===== config.mk =====
export PLATFORM = sky130hd
export DESIGN_NAME = shield_write_arbiter
export DESIGN_NICKNAME = d
export VERILOG_FILES = /design/src/rtl/shield_write_arbiter.sv
export SDC_FILE = /design/constraint.sdc
export NUM_CORES = 1
export LEC_CHECK = 0
export ABC_AREA = 1
export CAP_MARGIN = 20
export CORE_UTILIZATION = 35
export DETAILED_ROUTE_END_ITERATION = 10
export PLACE_DENSITY = 0.91
export RECOVER_POWER = 25
export SLEW_MARGIN = 20
export SYNTH_ARGS = -nofsm -noshare
export SYNTH_HDL_FRONTEND = slang
export SYNTH_SLANG_ARGS = --single-unit

===== constraint.sdc =====
create_clock -name clk -period 3.98 [get_ports clk]
set_clock_uncertainty 0.05 [all_clocks]
set_input_delay 0.796 -clock clk [delete_from_list [all_inputs] [get_ports clk]]
set_output_delay 0.796 -clock clk [all_outputs]
set_load 0.05 [all_outputs]

===== src/rtl/shield_write_arbiter.sv =====
`timescale 1ns/1ps
`default_nettype none
// ============================================================================
//  Module      : shield_write_arbiter
//  Description : Shares the colorshield pixel write port between a host pixel
//                source (A) and a pattern/animation generator (B). Round-robin
//                arbitration with burst ownership: the owner may push up to
//                BURST_LEN accepted writes before the other side gets a turn.
//  Revision    : 1.0 - initial release
// ----------------------------------------------------------------------------
//  Parameters
//    BURST_LEN   max accepted writes per ownership period (1..64)
//  Ports
//    clk          in   1   clock
//    rst_n        in   1   asynchronous, active-low reset
//    a_req        in   1   A write pending (addr/data stable until a_ack)
//    a_addr       in   6   A pixel address
//    a_data       in   24  A pixel value {R,G,B}
//    a_ack        out  1   A write accepted this cycle (combinational)
//    b_req        in   1   B write pending
//    b_addr       in   6   B pixel address
//    b_data       in   24  B pixel value {R,G,B}
//    b_ack        out  1   B write accepted this cycle (combinational)
//    ready        in   1   colorshield ready; write taken on write_en & ready
//    write_en     out  1   colorshield write enable
//    pixel_addr   out  6   colorshield pixel address
//    pixel_value  out  24  colorshield pixel value
//    owner        out  2   00 none, 01 A, 10 B (registered)
// ============================================================================
module shield_write_arbiter #(
   parameter int BURST_LEN = 64
) (
   input  logic        clk,
   input  logic        rst_n,
   input  logic        a_req,
   input  logic [5:0]  a_addr,
   input  logic [23:0] a_data,
   output logic        a_ack,
   input  logic        b_req,
   input  logic [5:0]  b_addr,
   input  logic [23:0] b_data,
   output logic        b_ack,
   input  logic        ready,
   output logic        write_en,
   output logic [5:0]  pixel_addr,
   output logic [23:0] pixel_value,
   output logic [1:0]  owner
);

   localparam int                 c_CNT_W     = $clog2(BURST_LEN + 1);
   localparam logic [c_CNT_W-1:0] c_BURST_MAX = c_CNT_W'(BURST_LEN);
   localparam logic [c_CNT_W-1:0] c_CNT_ONE   = c_CNT_W'(1);

   // State encoding doubles as the owner output code.
   typedef enum logic [1:0] {
      ST_IDLE  = 2'b00,
      ST_OWN_A = 2'b01,
      ST_OWN_B = 2'b10
   } state_t;

   state_t               r_state;
   state_t               w_state_nxt;
   state_t               w_other_state;
   logic [c_CNT_W-1:0]   r_burst_cnt;
   logic [c_CNT_W-1:0]   w_burst_cnt_nxt;
   logic [c_CNT_W-1:0]   w_cnt_inc;
   logic                 r_last;          // 1 = B was granted most recently
   logic                 w_last_nxt;
   logic                 w_own_a;
   logic                 w_own_b;
   logic                 w_own_req;
   logic                 w_oth_req;
   logic                 w_accept;
   logic                 w_burst_done;

   // ------------------------------------------------------------------------
   // Owner-relative views so the OWN_A / OWN_B handling is written once.
   // ------------------------------------------------------------------------
   assign w_own_a       = (r_state == ST_OWN_A);
   assign w_own_b       = (r_state == ST_OWN_B);
   assign w_own_req     = w_own_a ? a_req : b_req;
   assign w_oth_req     = w_own_a ? b_req : a_req;
   assign w_other_state = w_own_a ? ST_OWN_B : ST_OWN_A;
   assign w_accept      = (w_own_a | w_own_b) & w_own_req & ready;
   assign w_cnt_inc     = r_burst_cnt + c_CNT_ONE;
   assign w_burst_done  = (w_cnt_inc == c_BURST_MAX);

   // ------------------------------------------------------------------------
   // Datapath: the owner's request is forwarded straight to the shield.
   // ------------------------------------------------------------------------
   assign a_ack    = w_own_a & a_req & ready;
   assign b_ack    = w_own_b & b_req & ready;
   assign write_en = (w_own_a & a_req) | (w_own_b & b_req);
   assign owner    = r_state;

   always_comb begin
      pixel_addr  = '0;
      pixel_value = '0;
      if (w_own_a) begin
         pixel_addr  = a_addr;
         pixel_value = a_data;
      end else if (w_own_b) begin
         pixel_addr  = b_addr;
         pixel_value = b_data;
      end
   end

   // ------------------------------------------------------------------------
   // State register
   // ------------------------------------------------------------------------
   always_ff @(posedge clk or negedge rst_n) begin
      if (!rst_n) begin
         r_state     <= ST_IDLE;
         r_burst_cnt <= '0;
         r_last      <= 1'b1;             // A wins the first tie
      end else begin
         r_state     <= w_state_nxt;
         r_burst_cnt <= w_burst_cnt_nxt;
         r_last      <= w_last_nxt;
      end
   end

   // ------------------------------------------------------------------------
   // Next-state logic
   // ------------------------------------------------------------------------
   always_comb begin
      w_state_nxt     = r_state;
      w_burst_cnt_nxt = r_burst_cnt;
      w_last_nxt      = r_last;

      case (r_state)
         ST_IDLE: begin
            // On a tie the side that was not served last goes first.
            if (a_req && (!b_req || r_last)) begin
               w_state_nxt     = ST_OWN_A;
               w_burst_cnt_nxt = '0;
               w_last_nxt      = 1'b0;
            end else if (b_req) begin
               w_state_nxt     = ST_OWN_B;
               w_burst_cnt_nxt = '0;
               w_last_nxt      = 1'b1;
            end
         end

         ST_OWN_A, ST_OWN_B: begin
            if (!w_own_req) begin
               // Owner released: hand over immediately if the other side waits.
               w_burst_cnt_nxt = '0;
               if (w_oth_req) begin
                  w_state_nxt = w_other_state;
                  w_last_nxt  = w_own_a;
               end else begin
                  w_state_nxt = ST_IDLE;
               end
            end else if (w_accept) begin
               if (w_burst_done) begin
                  w_burst_cnt_nxt = '0;
                  if (w_oth_req) begin
                     w_state_nxt = w_other_state;
                     w_last_nxt  = w_own_a;
                  end
                  // Otherwise the owner keeps the port for a fresh burst.
               end else begin
                  w_burst_cnt_nxt = w_cnt_inc;
               end
            end
            // ready low with the request held: everything holds.
         end

         default: begin
            w_state_nxt     = ST_IDLE;
            w_burst_cnt_nxt = '0;
         end
      endcase
   end

endmodule
`default_nettype wire

==> flow_summary.ini <==
[setup_path]
cp_top_family = buffers and inverters
timing.rr.start = owner[1]
cp_cell_sequence = inv_1 -> ha_1 -> clkbuf_1 -> nand2_1 -> o21ai_0 -> clkdlybuf4s50_1
slowest_stage = clkdlybuf4s50_1
path_buf_inv = 3
crit_fanout = 13
required_ns = 3.13
r2r_end = r_burst_cnt[2]
worstSetupEndpointType = output pin
reg2regPathDepth = 10
critPathMaxStageDelay_ns = 0.83
worstSetupStartpointType = register
cp.arrival_ns = 2.72
r2r_slack_ns = 1.14
worstSetupPathType = reg2out

[place]
numPortBuffers = 99
hpwl_um = 3550
gp_congestion = 0.959

[clock_tree]
cts_root_buffer = clkbuf_4
cts.htree.levels = 1
cts.clk_slew.worst_paths_ns = 0.07
cts_resized = 0
clk_latency_ns = 0.26
numCtsBuffers = 3
post_cts_buffers = 0
cts_tree = built
hold_buffers = 0
cts_max_path_buffers = 2
cts_sinks = 10

[power]
peakVddDrop_uv = 499
finalPower_mw = 1.60
power_leakage_nw = 1.04
power_density_nw_per_um2 = 714

[global_routing]
grt_max_degree = 33
track_usage_pct = 22.4
busiest_layer = met2
antenna_found_initial = 0
first_global_vias = 1437
grtUsageMet3_pct = 5.54
grt_pass1_wl_um = 6280
grt_util_met1_pct = 26.7
grt-ovfl-total = 0
grtUsageMet2_pct = 40.3

[routing]
drtPass1Iterations = 4
drcViolationCount = 0
wl_um = 4290
num_vias = 1661
drtIter0Drc = 76
ant_nets = 0
viasPerCell = 4.76
wl_per_cell_um = 12.3

[timing]
fin_crit_sh_pct = 89.7
fmax_ghz = 0.280
tightest_slew_ns = 0.777
fin_setup_tns_ns = 0
min_period_ns = 3.57
finalHoldViolations = 0
finalSetupViolCount = 0
drv_slew = 0
slew_headroom_pct = 47.7
rsz0062_at_grt = false

[layout]
layout_common_cells = clkdlybuf4s50_1, nand2_1, nand3_1, inv_1
areaGrowthSynthToFinish_pct = 88.1
multi_input_area_sq_um = 821
regArea_sq_um = 251
n_antenna_cell = 0
fin_nets = 376
fillers = 276
layout_commonest_cell = clkdlybuf4s50_1
drive_gt1_share_pct = 6.56

[worst_hold_path]
worst_hold_path_type = reg2reg
hold_start = r_last
min_to = r_last
min_path_cells = 2

[synth]
syn_nets = 278
synth_edf_count = 0
yosys_warnings = 0
synthesis.area_sq_um = 1190
synth_cell_type_count = 26
synth-seq-cells = 10
postSynthAreaPerCell_sq_um = 5.74
ys_seq_area_share_pct = 21.0
async_flop_share_pct = 100
synth-main-ff-cell = dfrtp_1
netlist_instances = 208

[floorplan]
initial_core_util_pct = 37.9
die_y_um = 60.4
core_sq_um = 3150
die_area_sq_um = 3650
die_x_um = 60.4
pin_count = 100
rows = 20

[outcome]
status = finished clean

[job]
drv_cap = 0
[per-layer routing]
metal	up-vias	wire, um
met1	721	1720
li1	861	-
met3	10	348
met4	0	103
met2	69	2120
met5	-	0
[worst min-delay path: stages (launching register included)]
cell and delay [ns]:
dfstp_2 0.37, nand2_1 0.06, nand2_1 0.04
[report_power, final]
group / internal, mW / leakage [nW] / switching, mW
clock network: 0.0556 / 0.0210 / 0.0352
registers: 0.127 / 0.133 / 0.0209
logic: 0.453 / 0.887 / 0.912
[metrics by stage]
step / setup slack, ns / area [sq um] / hold WS, ns / instances / utilization [%]
6_report: 0.410 / 2250 / 0.417 / 349 / 71.3
5_1_grt: 0.257 / 2250 / 0.458 / 349 / 71.3
4_1_cts: 0.585 / 2260 / 0.421 / 349 / 71.7
3_5_place_dp: 0.696 / 2230 / 0.411 / 345 / 70.6
3_3_place_gp: 0.705 / 2230 / 0.401 / 345 / 70.6
2_1_floorplan: 1.04 / 1190 / 0.392 / 208 / -
[worst max path at each step]
stage,from,to,depth (start not counted)
CTS,owner[1],pixel_value[20],6
finish,owner[1],write_en,6
global placement,ready,b_ack,4
floorplan,owner[1],write_en,3
global route,owner[1],write_en,6
detailed placement,ready,b_ack,4
[cell usage after synthesis (2+ instances only)]
cell      count  area [sq um]
nand2_1      88           330
nand3_1      41           205
inv_1        15          56.3
dfrtp_1       9           225
nor2_1        9          33.8
clkbuf_1      6          22.5
ha_1          5          62.6
o21ai_0       5          25.0
a21oi_1       4          20.0
nor2_2        4          25.0
buf_1         3          11.3
o21ai_1       3          15.0
nand2_2       2          12.5
nor2_4        2          22.5
[flip-flops by register name (all words and copies together) (netlist names)]
signal and flops:
r_last 1, owner 2, r_burst_cnt 7
[layout make-up]
| class | instances | share of cell area [%] |
|---|---|---|
| clock buffers | 4 | 1.61 |
| repair buffers | 103 | 45.3 |
| flip-flops and latches | 10 | 11.2 |
| well taps | 44 | 2.45 |
| multi-input cells | 171 | 36.5 |
| inverters | 17 | 2.95 |
[logic make-up after synthesis]
group | share of synthesized area, %
flip-flops | 21.0
AO/OA/AOI/OAI | 8.80
XOR/XNOR | 0.733
buffers and inverters | 9.32
multiplexers | 0.838
adder cells (fa/ha/maj) | 5.24
AND/OR/NAND/NOR | 54.0
No activity file was read; power rests on OpenSTA's default activity.
